<file path="config.mk">
export PLATFORM = sky130hd
export DESIGN_NAME = conv_window_ctrl
export DESIGN_NICKNAME = d
export VERILOG_FILES = /design/src/rtl/conv_pkg.sv /design/src/rtl/conv_line_buffer.sv /design/src/rtl/conv_window_ctrl.sv
export SDC_FILE = /design/constraint.sdc
export NUM_CORES = 1
export LEC_CHECK = 0
export ABC_AREA = 1
export ABC_CLOCK_PERIOD_IN_PS = 2000
export BUFFER_PORTS_ARGS = -buffer_cell sky130_fd_sc_hd__buf_2
export CAP_MARGIN = 20
export CORE_ASPECT_RATIO = 1.5
export CORE_MARGIN = 2
export CORE_UTILIZATION = 52
export DETAILED_ROUTE_END_ITERATION = 7
export PLACE_DENSITY = 0.75
export SLEW_MARGIN = 20
export SYNTH_ARGS = -nofsm -noshare
export SYNTH_HDL_FRONTEND = slang
export SYNTH_SLANG_ARGS = --single-unit
</file>
<file path="constraint.sdc">
create_clock -name clock -period 2 [get_ports clock]
set_clock_uncertainty 0.05 [all_clocks]
set_input_delay 0.3 -clock clock [delete_from_list [all_inputs] [get_ports clock]]
set_output_delay 0.3 -clock clock [all_outputs]
set_load 0.05 [all_outputs]
</file>
<file path="src/rtl/conv_pkg.sv">
// Shared constants for the convolution window controller and its datapath.
// Holds the default kernel geometry and the frame-sequencer state encodings.
package conv_pkg;

  localparam int unsigned CONV_SIZE      = 3;
  localparam int unsigned CONV_WIDTH_BIT = 8;

  localparam int unsigned ST_W = 2;

  localparam logic [ST_W-1:0] ST_IDLE   = 2'd0;
  localparam logic [ST_W-1:0] ST_STREAM = 2'd1;
  localparam logic [ST_W-1:0] ST_DRAIN  = 2'd2;
  localparam logic [ST_W-1:0] ST_DONE   = 2'd3;

endpackage

</file>
<file path="src/rtl/conv_line_buffer.sv">
// One image line of storage: combinational read and synchronous write at a
// shared column address, so a read returns the value from the previous row.
module conv_line_buffer
  import conv_pkg::*;
#(
  parameter int unsigned DEPTH     = 8,
  parameter int unsigned WIDTH_BIT = CONV_WIDTH_BIT
) (
  input  logic                                   clock,
  input  logic                                   i_we,
  input  logic [((DEPTH > 1) ? $clog2(DEPTH) : 1)-1:0] i_addr,
  input  logic [WIDTH_BIT-1:0]                   i_wdata,
  output logic [WIDTH_BIT-1:0]                   o_rdata
);

  logic [WIDTH_BIT-1:0] r_mem [DEPTH];

  assign o_rdata = r_mem[i_addr];

  // Contents need no reset: every column is rewritten before it is consumed.
  always_ff @(posedge clock) begin
    if (i_we) begin
      r_mem[i_addr] <= i_wdata;
    end
  end

endmodule

</file>
<file path="src/rtl/conv_window_ctrl.sv">
// Streaming SIZE x SIZE window scheduler: line buffers, window register and a
// per-frame sequencer feeding a combinational convolution unit.
module conv_window_ctrl
  import conv_pkg::*;
#(
  parameter int unsigned SIZE      = CONV_SIZE,
  parameter int unsigned WIDTH_BIT = CONV_WIDTH_BIT,
  parameter int unsigned IMG_W     = 8,
  parameter int unsigned IMG_H     = 8
) (
  input  logic                                       clock,
  input  logic                                       nreset,
  input  logic                                       start,
  output logic                                       busy,
  output logic                                       frame_done,
  input  logic signed [WIDTH_BIT-1:0]                in_pixel,
  input  logic                                       in_valid,
  output logic                                       in_ready,
  output logic [SIZE-1:0][SIZE-1:0][WIDTH_BIT-1:0]   win,
  input  logic signed [WIDTH_BIT-1:0]                conv_res,
  output logic signed [WIDTH_BIT-1:0]                out_data,
  output logic                                       out_valid,
  input  logic                                       out_ready
);

  localparam int unsigned COL_W = (IMG_W > 1) ? $clog2(IMG_W) : 1;
  localparam int unsigned ROW_W = (IMG_H > 1) ? $clog2(IMG_H) : 1;

  logic [ST_W-1:0]  r_state;
  logic [ST_W-1:0]  w_next_state;
  logic [COL_W-1:0] r_col;
  logic [ROW_W-1:0] r_row;
  logic             r_busy;
  logic             r_frame_done;
  logic             r_out_valid;
  logic [SIZE-1:0][SIZE-1:0][WIDTH_BIT-1:0] r_win;

  logic w_accept;
  logic w_col_last;
  logic w_last_pix;
  logic w_produce;
  logic w_frame_start;

  logic [WIDTH_BIT-1:0] w_lb_rd  [SIZE-1];
  logic [WIDTH_BIT-1:0] w_new_col [SIZE];

  assign in_ready      = (r_state == ST_STREAM) && (!r_out_valid || out_ready);
  assign w_accept      = in_valid && in_ready;
  assign w_frame_start = (r_state == ST_IDLE) && start;
  assign w_col_last    = (r_col == COL_W'(IMG_W - 1));
  assign w_last_pix    = w_col_last && (r_row == ROW_W'(IMG_H - 1));
  assign w_produce     = (r_row >= ROW_W'(SIZE - 1)) && (r_col >= COL_W'(SIZE - 1));

  assign busy       = r_busy;
  assign frame_done = r_frame_done;
  assign out_valid  = r_out_valid;
  assign win        = r_win;
  assign out_data   = conv_res;

  // Line buffer k holds row r-(SIZE-1-k); each accept shifts column c up a row.
  genvar g_k;
  generate
    for (g_k = 0; g_k < SIZE - 1; g_k++) begin : g_lb
      logic [WIDTH_BIT-1:0] w_wdata;
      if (g_k == SIZE - 2) begin : g_newest
        assign w_wdata = in_pixel;
      end else begin : g_older
        assign w_wdata = w_lb_rd[g_k + 1];
      end

      conv_line_buffer #(
        .DEPTH     (IMG_W),
        .WIDTH_BIT (WIDTH_BIT)
      ) u_line_buffer (
        .clock   (clock),
        .i_we    (w_accept),
        .i_addr  (r_col),
        .i_wdata (w_wdata),
        .o_rdata (w_lb_rd[g_k])
      );

      assign w_new_col[g_k] = w_lb_rd[g_k];
    end
  endgenerate

  assign w_new_col[SIZE-1] = in_pixel;

  // Frame sequencer next state.
  always_comb begin
    w_next_state = r_state;
    case (r_state)
      ST_IDLE: begin
        if (start) w_next_state = ST_STREAM;
      end
      ST_STREAM: begin
        if (w_accept && w_last_pix) w_next_state = ST_DRAIN;
      end
      ST_DRAIN: begin
        if (!r_out_valid || out_ready) w_next_state = ST_DONE;
      end
      ST_DONE: begin
        w_next_state = ST_IDLE;
      end
      default: begin
        w_next_state = ST_IDLE;
      end
    endcase
  end

  always_ff @(posedge clock) begin
    if (!nreset) begin
      r_state      <= ST_IDLE;
      r_busy       <= 1'b0;
      r_frame_done <= 1'b0;
    end else begin
      r_state      <= w_next_state;
      r_busy       <= (w_next_state != ST_IDLE);
      r_frame_done <= (w_next_state == ST_DONE);
    end
  end

  // Raster position of the next pixel to be accepted.
  always_ff @(posedge clock) begin
    if (!nreset) begin
      r_col <= '0;
      r_row <= '0;
    end else if (w_frame_start) begin
      r_col <= '0;
      r_row <= '0;
    end else if (w_accept) begin
      if (w_last_pix) begin
        r_col <= '0;
        r_row <= '0;
      end else if (w_col_last) begin
        r_col <= '0;
        r_row <= r_row + ROW_W'(1);
      end else begin
        r_col <= r_col + COL_W'(1);
      end
    end
  end

  // A new result loads on the same edge an old one retires.
  always_ff @(posedge clock) begin
    if (!nreset) begin
      r_out_valid <= 1'b0;
    end else if (w_accept) begin
      r_out_valid <= w_produce;
    end else if (out_ready) begin
      r_out_valid <= 1'b0;
    end
  end

  always_ff @(posedge clock) begin
    if (!nreset) begin
      r_win <= '0;
    end else if (w_accept) begin
      for (int i = 0; i < int'(SIZE); i++) begin
        for (int j = 0; j < int'(SIZE) - 1; j++) begin
          r_win[i][j] <= r_win[i][j+1];
        end
        r_win[i][SIZE-1] <= w_new_col[i];
      end
    end
  end

endmodule

</file>
==> results.md <==
* Reg-to-Reg Start: r_state[0]$_SDFF_PN0_
* Critical path origin: out_valid$_SDFFE_PN0P_
* Critical path class: reg -> out
* Cts bufs inserted at 19
* Final Util at roughly 61%
* Hold-fix buffers, CTS at 0
* Hpwl dp at approximately 12 mm
* Setup bufs post-CTS at 0
* Total chip power at 0.009056 W
* Post-layout net count at roughly 970
* EDFF count, synth at 128
* Area grow syn2layout at 15.44%
* FP Rows at 57
* Post-synth cell types at 28
* Worst EP required at 1650 ps
* Crit path DAT at ~1400 ps
* RePlAce Congestion at 0.8503
* CP top delay family: buffers and inverters
* Mean Syn Cell Area at 9.935 um^2
* Ys flop type: edfxtp_1
* Post-CTS Resized at 0
* Minimum clock period at 1780 ps
* Maxcap violations at 0
* Ranking of synthesized cells by area: edfxtp_1 45%, dfxtp_1 20%, nand2_1 8.6%, inv_1 5.2%, a21oi_1 3.7%
* Hold violation total from the final report at 0
* Number of global-route vias before repair at 5539
* Antenna diodes at 0
* Final instance area at 0.009806 mm^2
* Clock latency on the worst-skew pair at 490 ps
* Largest net degree at the start of global routing at 97
* Synth Cell Area at 0.008494 mm^2
* Crit path largest cell delay at 310 ps
* Initial antenna violation count at 0
* Io pins at 105
* Setup violators final at 0
* Die H at approximately 160 um
* TritonCTS clock tree: done
* DRC at 0
* Hold WC Path Type: in -> reg
* Worst slew margin at ~63%
* Share of cells above drive strength 1 at about 18%
* WP buf/inv at 2
* Pwr dens at slightly above 900 mW/mm^2
* Pleak at 4.071 nW
* Most frequent cells in the layout: 194 x nand2_1, 128 x edfxtp_1, 121 x inv_1, 88 x buf_2, 86 x dfxtp_1
* Share of flip-flops with an asynchronous set or reset at 0%
* Post-Place Worst Slack at between 150 and 200 ps
* CTS sink cnt at 214
* RSZ-0062 raised after global routing: false
* Max-slew violations at 0
* Area after DPL at 0.009194 mm^2
* CP Capture Type: output pin
* Wire per inst at 15.16 um
* VDD IR max at 668.9 uV
* CTS max path bufs at 3
* Root Driver: clkbuf_16
* Die width at 108.4 um
* Commonest non-fill, non-tap cell in the layout: nand2_1
* Worst-path maximum fanout at 4
* Worst-path cell chain: nand2_1 -> inv_1 -> nor3_2 -> buf_2
* Drt initial violations at 529
* Maximum clock rate at 561.8 MHz
* PnR worst setup slack at roughly 220 ps
* Input/output buffers at 88
* Period utilisation layout at between 80% and 90%
* First drt pass iteration count at 5
* Hold Startpoint: in_pixel[4]
* First-pass GRT wire length at 27.57 mm
* Mapped Nets at 882
* Die area at 0.01739 mm^2
* Initial Util at 52.70%
* Cell taking the most area after synthesis: edfxtp_1
* Core box area at 0.01612 mm^2
* Post-synthesis sequential area ratio at 65.52%
* Clock Pin Slew Worst Setup and Hold Paths at 70 ps
* Routed Antenna Nets at 0
* Post-synthesis register bit count at 214
* H-tree Lvls at 1
* Cell count after synthesis at 855
* Slowest cell on the critical path: dfxtp_1
* DR vias/cell at between 5 and 6
* Post-synth top area share at 45.25%
* WL final at 17.54 mm
* Status: finished clean
* Worst-margin pin slew at 557.1 ps
* Gr ovfl total at 0
* Synth warn at 0
* Routed vias at 5956
* GRT Util Overall at 20.13%
* Worst setup SP type: flop
==> cell families after synthesis <==
kind of cell | count (synthesis) | synth area share, %
buffers and inverters | 170 | 8.690
adders and majority gates | 6 | 0.8838
and+or+nand+nor | 326 | 15.89
AOI/OAI and AO/OA | 139 | 9.015
DFF | 214 | 65.52
==> power by group <==
part	internal, W	leakage [nW]	switching (W)
Combinational	0.000169	1.90	0.000544
Sequential	0.00477	1.85	0.0000487
Clock	0.00202	0.318	0.00151
==> stage by stage <==
stage | TNS [ps] | hold WS [ps] | instances
3_3_place_gp | 0 | 388.5 | 1123
3_5_place_dp | 0 | 399.2 | 1123
2_1_floorplan | -10230 | 348.9 | 855
4_1_cts | 0 | 81.56 | 1157
5_1_grt | 0 | 92.59 | 1157
6_report | 0 | 94.12 | 1157
==> sequential cells by signal, indices dropped and copies added (netlist names), named ones only <==
register and count:
g_lb.u_line_buffer.r_mem 128, r_col 3, win 72, frame_done 1, out_valid 1, busy 1
r_state 2, r_row 3
==> synthesized netlist by cell type, drive strengths merged (6+ instances only) <==
library cell / instances
nand2: 203
edfxtp: 128
inv: 119
dfxtp: 86
a21oi: 71
nand3: 60
nor2: 58
o21ai: 52
buf: 37
o211ai: 15
clkbuf: 14
ha: 6
==> routing by layer <==
| metal | GRT usage (%) | up-vias | routed length [um] | share of wire (%) |
|---|---|---|---|---|
| met5 | 0 | - | 0 | 0 |
| met4 | 6.993 | 0 | 510 | 2.9 |
| met3 | 2.679 | 34 | 893 | 5.1 |
| met2 | 35.56 | 174 | 8960 | 51 |
| met1 | 25.13 | 2798 | 7171 | 41 |
| li1 | - | 2950 | - | - |
==> layout make-up <==
cell class / count / area, um^2
tap: 206 / 257.7
fill: 1319 / 6312
inverter: 119 / 446.7
clock buffer: 27 / 578.1
sequential: 214 / 5565
multi-input combinational: 471 / 2221
timing repair buffer: 113 / 703.2
clock inverter: 7 / 33.78
==> worst paths after layout <==
path	to	slack [ps]	cells past startpoint
setup / recovery	in_ready	220	4
hold / removal	g_lb[1].u_line_buffer.r_mem[4][4]$_DFFE_PP_	90	1
setup reg to reg	g_lb[0].u_line_buffer.r_mem[3][6]$_DFFE_PP_	230	7
hold reg to reg	win[38]$_SDFFE_PN0P_	400	2
(Power assumes the default switching activity.)
